[config.mk]
export PLATFORM = sky130hd
export DESIGN_NAME = fifo_wr_arb_ctrl
export DESIGN_NICKNAME = d
export VERILOG_FILES = /design/src/rtl/fifo_pkg.sv /design/src/rtl/gray2bin.sv /design/src/rtl/fifo_wr_arb_ctrl.sv
export SDC_FILE = /design/constraint.sdc
export NUM_CORES = 1
export LEC_CHECK = 0
export CORE_AREA = 10 10 74 76
export CTS_BUF_LIST = sky130_fd_sc_hd__clkbuf_16
export CTS_CLUSTER_DIAMETER = 150
export DETAILED_ROUTE_END_ITERATION = 16
export DIE_AREA = 0 0 84 86
export PLACE_DENSITY_LB_ADDON = 0.12
export SYNTH_ARGS = -nofsm -noshare
export SYNTH_HDL_FRONTEND = slang
export SYNTH_HIERARCHICAL = 1
export SYNTH_SLANG_ARGS = --single-unit
[constraint.sdc]
create_clock -name wclk -period 3.11 [get_ports wclk]
set_input_delay 0.622 -clock wclk [delete_from_list [all_inputs] [get_ports wclk]]
set_output_delay 0.622 -clock wclk [all_outputs]
set_load 0.02 [all_outputs]
[src/rtl/fifo_pkg.sv]
// Shared asynchronous-FIFO definitions: default geometry, grant encoding and
// binary-to-Gray conversion used by both pointer domains.
package fifo_pkg;

  localparam int unsigned FIFO_ADDRSIZE = 6;
  localparam int unsigned FIFO_DEPTH    = 1 << FIFO_ADDRSIZE;

  localparam logic GNT0 = 1'b0;
  localparam logic GNT1 = 1'b1;

  // Callers cast the result back to their pointer width.
  function automatic logic [31:0] bin2gray(input logic [31:0] b);
    return b ^ (b >> 1);
  endfunction

endpackage

[src/rtl/gray2bin.sv]
// Combinational Gray-to-binary converter; bit i is the XOR of Gray bits i and above.
module gray2bin #(
  parameter int unsigned W = 4
) (
  input  logic [W-1:0] gray,
  output logic [W-1:0] bin
);

  always_comb begin
    bin = '0;
    for (int i = 0; i < W; i++) begin
      bin[i] = ^(gray >> i);
    end
  end

endmodule

[src/rtl/fifo_wr_arb_ctrl.sv]
// Write-side controller of the async FIFO: round-robin arbitration of two
// producers, RAM write port, write pointers and full/almost-full/free tracking.
module fifo_wr_arb_ctrl
  import fifo_pkg::*;
#(
  parameter int unsigned ADDRSIZE     = 6,
  parameter int unsigned DATASIZE     = 8,
  parameter int unsigned AFULL_THRESH = 4
) (
  input  logic                wclk,
  input  logic                wrst_n,
  input  logic [ADDRSIZE:0]   wq2_rptr,
  input  logic                req0_valid,
  input  logic [DATASIZE-1:0] req0_data,
  output logic                req0_ready,
  input  logic                req1_valid,
  input  logic [DATASIZE-1:0] req1_data,
  output logic                req1_ready,
  output logic                wclken,
  output logic [ADDRSIZE-1:0] waddr,
  output logic [DATASIZE-1:0] wdata,
  output logic [ADDRSIZE:0]   wptr,
  output logic                wfull,
  output logic                walmost_full,
  output logic [ADDRSIZE:0]   wfree
);

  localparam int unsigned PW    = ADDRSIZE + 1;
  localparam int unsigned DEPTH = 1 << ADDRSIZE;

  logic [PW-1:0] wbin;
  logic [PW-1:0] wbin_next;
  logic [PW-1:0] wgray_next;
  logic [PW-1:0] rbin;
  logic [PW-1:0] wfree_next;
  logic          wfull_next;
  logic          walmost_full_next;
  logic          last_gnt;
  logic          winner;
  logic          winner_valid;
  logic          accept;

  gray2bin #(.W(PW)) u_rptr_g2b (
    .gray (wq2_rptr),
    .bin  (rbin)
  );

  // Round-robin: on contention the producer that did not win last time goes.
  always_comb begin
    winner = GNT0;
    if (req0_valid && req1_valid) begin
      winner = ~last_gnt;
    end else if (req1_valid) begin
      winner = GNT1;
    end
    winner_valid = req0_valid | req1_valid;
    accept       = winner_valid && !wfull && wrst_n;
    req0_ready   = accept && (winner == GNT0);
    req1_ready   = accept && (winner == GNT1);
    wclken       = accept;
    waddr        = wbin[ADDRSIZE-1:0];
    wdata        = (winner == GNT1) ? req1_data : req0_data;
  end

  // Full when the next write pointer laps the synchronized read pointer.
  always_comb begin
    wbin_next         = wbin + PW'(accept);
    wgray_next        = PW'(bin2gray(32'(wbin_next)));
    wfull_next        = (wgray_next == {~wq2_rptr[ADDRSIZE:ADDRSIZE-1],
                                         wq2_rptr[ADDRSIZE-2:0]});
    wfree_next        = PW'(DEPTH) - (wbin_next - rbin);
    walmost_full_next = (wfree_next <= PW'(AFULL_THRESH));
  end

  always_ff @(posedge wclk) begin
    if (!wrst_n) begin
      wbin         <= '0;
      wptr         <= '0;
      last_gnt     <= GNT1;
      wfull        <= 1'b0;
      walmost_full <= 1'b0;
      wfree        <= PW'(DEPTH);
    end else begin
      wbin         <= wbin_next;
      wptr         <= wgray_next;
      wfull        <= wfull_next;
      walmost_full <= walmost_full_next;
      wfree        <= wfree_next;
      if (accept) begin
        last_gnt <= winner;
      end
    end
  end

endmodule
Yosys cells after proc, flatten, opt, wreduce, memory -nomap -nowiden
Cells that the tools add are included.
Widths: inputs -> output; s select.
{"block": "word_totals", "reg_bits": 24}
{"block": "op_classes", "bitwise_logic": 5, "addsub": 3, "order_cmp": 1, "muxes": 3, "n_reduce_logical": 13, "eq_ne": 1}
{"operator": "$reduce_xor 7->1", "count": 7}
{"operator": "$mux 8", "count": 1}
{"operator": "$add 7x1->7", "count": 1}
{"operator": "$eq 7x7->1", "count": 1}
{"operator": "$le 7x3->1 const B", "count": 1}
{"operator": "$sub 7x7->7", "count": 1}
{"operator": "$sub 7x7->7 const A", "count": 1}
{"operator": "$xor 7x6->7", "count": 1}
{"operator": "$logic_and 1x1->1", "count": 5}
{"operator": "$mux 1", "count": 2}
{"operator": "$not 1->1", "count": 2}
{"operator": "$not 2->2", "count": 1}
{"operator": "$logic_not 1->1", "count": 1}
{"operator": "$or 1x1->1", "count": 1}

Logic depth before layout (Yosys ltp)
{"block": "logic_depth", "word_depth": 7, "ltp_mapped": 16, "ltp_nobuf": 15}

Hierarchy
Netlist, hierarchy kept.
{"module": "fifo_wr_arb_ctrl", "n_inst": 1, "cells_per_inst": 149, "area_each_um2": 1398.8}
{"module": "gray2bin", "n_inst": 1, "cells_per_inst": 12, "area_each_um2": 113.9}

Worst setup path before layout
Ideal clock, no wire load.
{"block": "synth_path", "path_kind": "input to register", "start": "in wrst_n", "end": "reg walmost_full", "cell_stages": 15, "path_slack_ps": -410, "arrival_ps": 3398, "setup_ps": 122, "required_time_ps": 2988, "cell_sequence": "clkbuf_1 -> o211ai_1 -> inv_1 -> ha_1 -> clkbuf_1 -> nand3_1 -> xor2_1 -> ha_1 -> ha_1 -> o21ai_0 -> o21bai_1 -> a21oi_1 -> xnor3_1 -> nand2_1 -> nor4_1"}
{"block": "synth_via", "elab_chain_cells": 5}
{"item": "from (decl)", "line_no": "fifo_wr_arb_ctrl.sv:11", "source": "input logic wrst_n,"}
{"item": "$logic_and 1x1->1", "line_no": "fifo_wr_arb_ctrl.sv:57", "source": "accept = winner_valid && !wfull && wrst_n;"}
{"item": "via wclken", "line_no": "fifo_wr_arb_ctrl.sv:19", "source": "output logic wclken,"}
{"item": "$add 7x1->7", "line_no": "fifo_wr_arb_ctrl.sv:67", "source": "wbin_next = wbin + PW'(accept);"}
{"item": "$sub 7x7->7 (2 in a row)", "line_no": "fifo_wr_arb_ctrl.sv:71", "source": "wfree_next = PW'(DEPTH) - (wbin_next - rbin);"}
{"item": "$le 7x3->1", "line_no": "fifo_wr_arb_ctrl.sv:72", "source": "walmost_full_next = (wfree_next <= PW'(AFULL_THRESH));"}
{"item": "to (signal assigned)", "line_no": "fifo_wr_arb_ctrl.sv:87", "source": "walmost_full <= walmost_full_next;"}
{"item": "to (decl)", "line_no": "fifo_wr_arb_ctrl.sv:24", "source": "output logic walmost_full,"}
The timed path passes the listed nets, and every way through them passes these cells.
A chain may end at the register's enable or synchronous reset.

Worst setup path in the final report
{"block": "layout_path", "start": "in wq2_rptr[6]", "end": "reg walmost_full"}
{"block": "layout_via", "elab_chain_cells": 4, "elab_cells_between_ends": 10, "classes_between": "add/sub: 2; order compare: 1; reduce/logical: 7"}
{"item": "from (decl)", "line_no": "fifo_wr_arb_ctrl.sv:12", "source": "input logic [ADDRSIZE:0] wq2_rptr,"}
{"item": "$reduce_xor 7->1", "line_no": "gray2bin.sv:12", "source": "bin[i] = ^(gray >> i);"}
{"item": "via rbin[5]", "line_no": "fifo_wr_arb_ctrl.sv:34", "source": "logic [PW-1:0] rbin;"}
{"item": "$sub 7x7->7 (2 in a row)", "line_no": "fifo_wr_arb_ctrl.sv:71"}
{"item": "$le 7x3->1", "line_no": "fifo_wr_arb_ctrl.sv:72"}
The timed path passes the listed nets, and every way through them passes these cells.

==> results.md <==
- Of all nets on the critical path, the largest fanout is 4.
- The via count of the first global-routing pass is approximately 1700.
- The total negative slack is 0 ns.
- The core occupancy in the finished layout is between 60% and 70%.
- The placed cell count is 294.
- IR analysis of the VDD net gives a maximum drop of 0.349 mV.
- Counting flops and latches in the post-synthesis netlist gives 23.
- The switching component of the power is 0.476 mW.
- Yosys printed 6 warnings.
- Ranked by instance count, the synthesized netlist is headed by sky130_fd_sc_hd__dfxtp_1 (23), sky130_fd_sc_hd__xnor2_1 (19), sky130_fd_sc_hd__nor2_1 (17), sky130_fd_sc_hd__xor2_1 (17), sky130_fd_sc_hd__inv_1 (13).
- In the post-synthesis netlist, the biggest area contributors are sky130_fd_sc_hd__dfxtp_1 (30%), sky130_fd_sc_hd__xnor2_1 (11%), sky130_fd_sc_hd__ha_1 (9.9%), sky130_fd_sc_hd__xor2_1 (9.8%), sky130_fd_sc_hd__mux2_2 (6.0%).
- The top-level I/O count is 60.
- For this design the ratio of total power to cell area is 503 nW/um^2.
- Combinational logic is responsible for 54.3% of the overall power.
- The global-route wire length before repair is 8.00 mm.
- The area of the placeable core is 3970 um^2.
- The number of antenna violations at the first check in global routing is 0.
- For the worst-skew pair, the clock arrives at the later sink with an insertion delay of 0.25 ns.
- The clock sink count is 23.
- Dividing the detail-routed wire length by the instance count gives 15.1 um.
- The maximum clock insertion buffer count is 2.
- The worst hold path begins at last_gnt$_SDFFE_PN1P_.
- The data required time of the worst path is 3.26 ns.
- The detailed router finished its first iteration with 52 violations.
- The number of enable-type register cells in the synthesized netlist is 0.
- Entering global routing, the biggest net connects 15 pins.
- On the final layout, the worst hold slack is 0.595 ns.
- The routed via count divided by cell count is 4.68.
- The synthesized netlist devotes 11.2% of its cell area to adder and majority cells.
- The part of the total power dissipated in sequential elements is 25.7%.
- STA classifies the critical path endpoint as a flip-flop.
- The synthesized design spends more area on one cell type than any other, namely sky130_fd_sc_hd__dfxtp_1.
- The number of rows in the core area is 23.
- Synthesis produced a netlist with a net count of 201.
- The max-slew violation total from the final report came to 0.
- For this run, the post-layout net count is 304.
- The CTS tree is built.
- The maximum cell stage delay along the critical path is 0.30 ns.
- The die covers 7220 um^2.
- The most numerous cell type found on the critical path is sky130_fd_sc_hd__xnor2_2.
- After clock tree synthesis, the clock-pin slew on the worst setup and hold paths is ~0.06 ns.
- Once detailed placement completed, the half-perimeter wirelength came to 3.69 mm.
- The path type of the worst min-delay path is reg -> reg.
- The time the final worst path needs with I/O delays and setup is ~3.0 ns.
- The depth of the CTS H-tree is 1.
- Compared with the post-synthesis result, the final layout area differs by 83.0%.
- Of the total power, the clock network draws 20.0%.
- The count of buffer and inverter cells on the critical path is 3.
- After global routing the overflow that remains totals 0.
- After synthesis, the largest family of logic cells by area is XOR/XNOR gates.
- The worst hold path terminates at last_gnt$_SDFFE_PN1P_.
- In this run the biggest area consumer among cell types represents 30.4% of the synthesized area.
- The weighted congestion reported at the end of routability-driven placement is 0.818.
- The antenna diode count is 0.
- In this run, CTS created clock tree buffers numbering 3.
- The cell depth of the worst flop-to-flop path is 14.
- At the pin with the least slew margin, the transition time is 0.481 ns.
- The hold violation count in the final report is 0.
- The compound-cell area share of the yosys netlist is ~8.1%.
- Data arrives at the worst endpoint at 3.14 ns.
- The die is 86 um tall.
- The total routing resource utilization after global routing is 13.1%.
- The slowest library cell on the worst path is sky130_fd_sc_hd__nor4_2.
- The number of nets still failing antenna checks after routing is 0.
- Max-cap violations in this run came to 0.
- The most frequent cell after synthesis is sky130_fd_sc_hd__dfxtp_1.
- The achievable clock frequency is 335 MHz.
- The count of input and output buffers is 59.
- Internal power comes to about 0.92 mW.
- The reg-to-reg setup timing slack is 0.26 ns.
- The ratio of cells with drive above 1 in the final layout is 33.1%.
- Of the synthesized area, sequential elements account for 30.4%.
- The buffer cell driving the clock tree root is sky130_fd_sc_hd__clkbuf_16.
- The critical path goes through dlygate4sd2_1 -> xor2_2 -> xnor2_2 -> buf_4 -> xnor2_1 -> xnor2_2 -> inv_2 -> ha_4 -> a211oi_2 -> o21bai_1 -> a21oi_1 -> xnor3_1 -> nand2_2 -> nor4_2.
- The worst hold path passes through 2 cells.
- Of the total power, the share spent switching nets is about a third.
- The mux cell area share after synthesis is ~6.6%.
- For this block, the routed nets add up to 4.72 mm of wire.
- The DRC violation count after routing is 0.
- The setup skew after layout is 0.00158 ns.
- The post-synthesis instance total is 161.
- For this run, the leading register cell type out of synthesis is sky130_fd_sc_hd__dfxtp_1.
- After synthesis, the mean cell area works out to 9.40 um^2.
- Setup violations remaining at the end of the flow were counted as 0.
- After synthesis the cells add up to about 1500 um^2.
- Broken down by cell family, the worst path's largest delay share belongs to XOR/XNOR gates.
- In this run, distinct cell masters in the synthesized netlist total 33.
- The xor and xnor fraction of the mapped netlist area is 25.6%.
- The headroom to the max-slew limit is 67.9%.
- In this run the critical register-to-register path is launched from wfull$_SDFF_PN0_.
- The endpoint identified for the worst register-to-register timing path is walmost_full$_SDFF_PN0_.
- STA classifies the critical path startpoint as an input port.
- The type of the worst setup path is in -> reg.
- For this run, the detailed router's first-pass iteration total came to 4.
- The flow ran to the end, and the final reports show no timing, DRC or antenna violations.
- The initial utilization of the core area, before any placement, comes to 38.1%.
- The analysis attributes to cell leakage a power of approximately 1.1 nW.
- The die is 84 um wide.
- In the synthesized netlist the async set-or-reset flop fraction comes to 0%.
- Summing the areas of all and, or, nand and nor instances in the mapped netlist gives 13.2% of the synthesized area.
- The number of standard cells in the final layout excluding fillers is 313.
- The via count is 1465.
- The share of the cycle needed by the critical path after routing is a little over nine tenths.
==> cells in the final DEF, fill, tap and decap left out, types with 4 or more instances in the layout <==
cell | netlist | layout
sky130_fd_sc_hd__xnor2_1 | 19 | 18
sky130_fd_sc_hd__and2_1 | 6 | 6
sky130_fd_sc_hd__clkdlybuf4s50_1 | 0 | 52
sky130_fd_sc_hd__a21oi_1 | 6 | 5
sky130_fd_sc_hd__dfxtp_1 | 23 | 23
sky130_fd_sc_hd__xor2_1 | 17 | 12
sky130_fd_sc_hd__buf_4 | 1 | 43
sky130_fd_sc_hd__dlygate4sd2_1 | 0 | 4
sky130_fd_sc_hd__mux2_2 | 8 | 8
sky130_fd_sc_hd__nor2b_1 | 4 | 4
sky130_fd_sc_hd__ha_1 | 12 | 4
sky130_fd_sc_hd__nor2_1 | 17 | 17
sky130_fd_sc_hd__ha_4 | 0 | 8
sky130_fd_sc_hd__xor2_2 | 2 | 4
sky130_fd_sc_hd__inv_1 | 13 | 11
sky130_fd_sc_hd__o21ai_0 | 5 | 4
==> metal layers <==
layer | up-vias | GRT usage, % | part of all wire [%] | routed length, um
met1 | 677 | 13.1 | 39 | 1820
met3 | 8 | 7.76 | 12 | 572
li1 | 723 | - | - | -
met4 | 0 | 3.20 | 1.6 | 75
met5 | - | 0 | 0 | 0
met2 | 57 | 22.9 | 48 | 2250
==> state kept, by name, summed over array words and instances, names as in the netlist <==
signal        count
last_gnt          1
walmost_full      1
wbin              6
wfree             7
wfull             1
wptr              7
==> power groups by stage <==
stage	clock [mW]	sequential, mW	combinational, mW
2_1_floorplan	0	0.418	0.345
3_3_place_gp	0	0.361	0.669
3_5_place_dp	0	0.363	0.675
4_1_cts	0.282	0.358	0.720
5_1_grt	0.301	0.361	0.828
6_report	0.279	0.358	0.756
==> how the worst max path moves through the flow <==
stage           startpoint                       to  slack, ns  depth (start not counted)
2_1_floorplan       wrst_n  walmost_full$_SDFF_PN0_      0.003                         14
3_3_place_gp        wrst_n  walmost_full$_SDFF_PN0_      -0.30                         13
3_5_place_dp    req1_valid  walmost_full$_SDFF_PN0_      -0.38                         14
4_1_cts             wrst_n  walmost_full$_SDFF_PN0_     0.0001                         14
5_1_grt        wq2_rptr[6]  walmost_full$_SDFF_PN0_      -0.05                         14
6_report       wq2_rptr[6]  walmost_full$_SDFF_PN0_       0.13                         14
==> per-stage QoR <==
stage	total power, mW	worst slack (ns)	area (um^2)
2_1_floorplan	0.763	0.00343	1670
3_3_place_gp	1.03	-0.300	2490
3_5_place_dp	1.04	-0.378	2490
4_1_cts	1.36	0.000123	2740
5_1_grt	1.49	-0.0521	2770
6_report	1.39	0.128	2770
==> kinds of logic (layout without fill, tap and decap cells) <==
| kind of cell | count (synthesis) | count (layout) |
|---|---|---|
| AO/OA/AOI/OAI | 19 | 19 |
| XOR/XNOR | 40 | 40 |
| adder cells (fa/ha/maj) | 13 | 13 |
| buffers and inverters | 18 | 120 |
| flip-flops | 23 | 23 |
| multiplexers | 9 | 9 |
| AND/OR/NAND/NOR | 39 | 39 |
==> worst min-delay path, delay by kind of cell, from the launching register on <==
| kind | cells | cell delay [ns] |
|---|---|---|
| AO/OA/AOI/OAI | 2 | 0.21 |
| flip-flops | 1 | 0.34 |
==> layout make-up <==
class	count	area, um^2
clock inverter	1	3.75
sequential	23	460
clock buffer	3	75.1
tap	50	62.6
timing repair buffer	103	912
fill	304	1200
multi-input combinational	120	1210
inverter	13	48.8
==> timing repair <==
action | CTS | global route
hold endpoints to repair | 0 | 0
hold buffers | 0 | 0
buffers inserted | 13 | 2
endpoints found under the setup margin | 3 | 6
pin swaps | 13 | 13
gates resized for setup | 14 | 10
No activity file was read; power rests on OpenSTA's default activity.
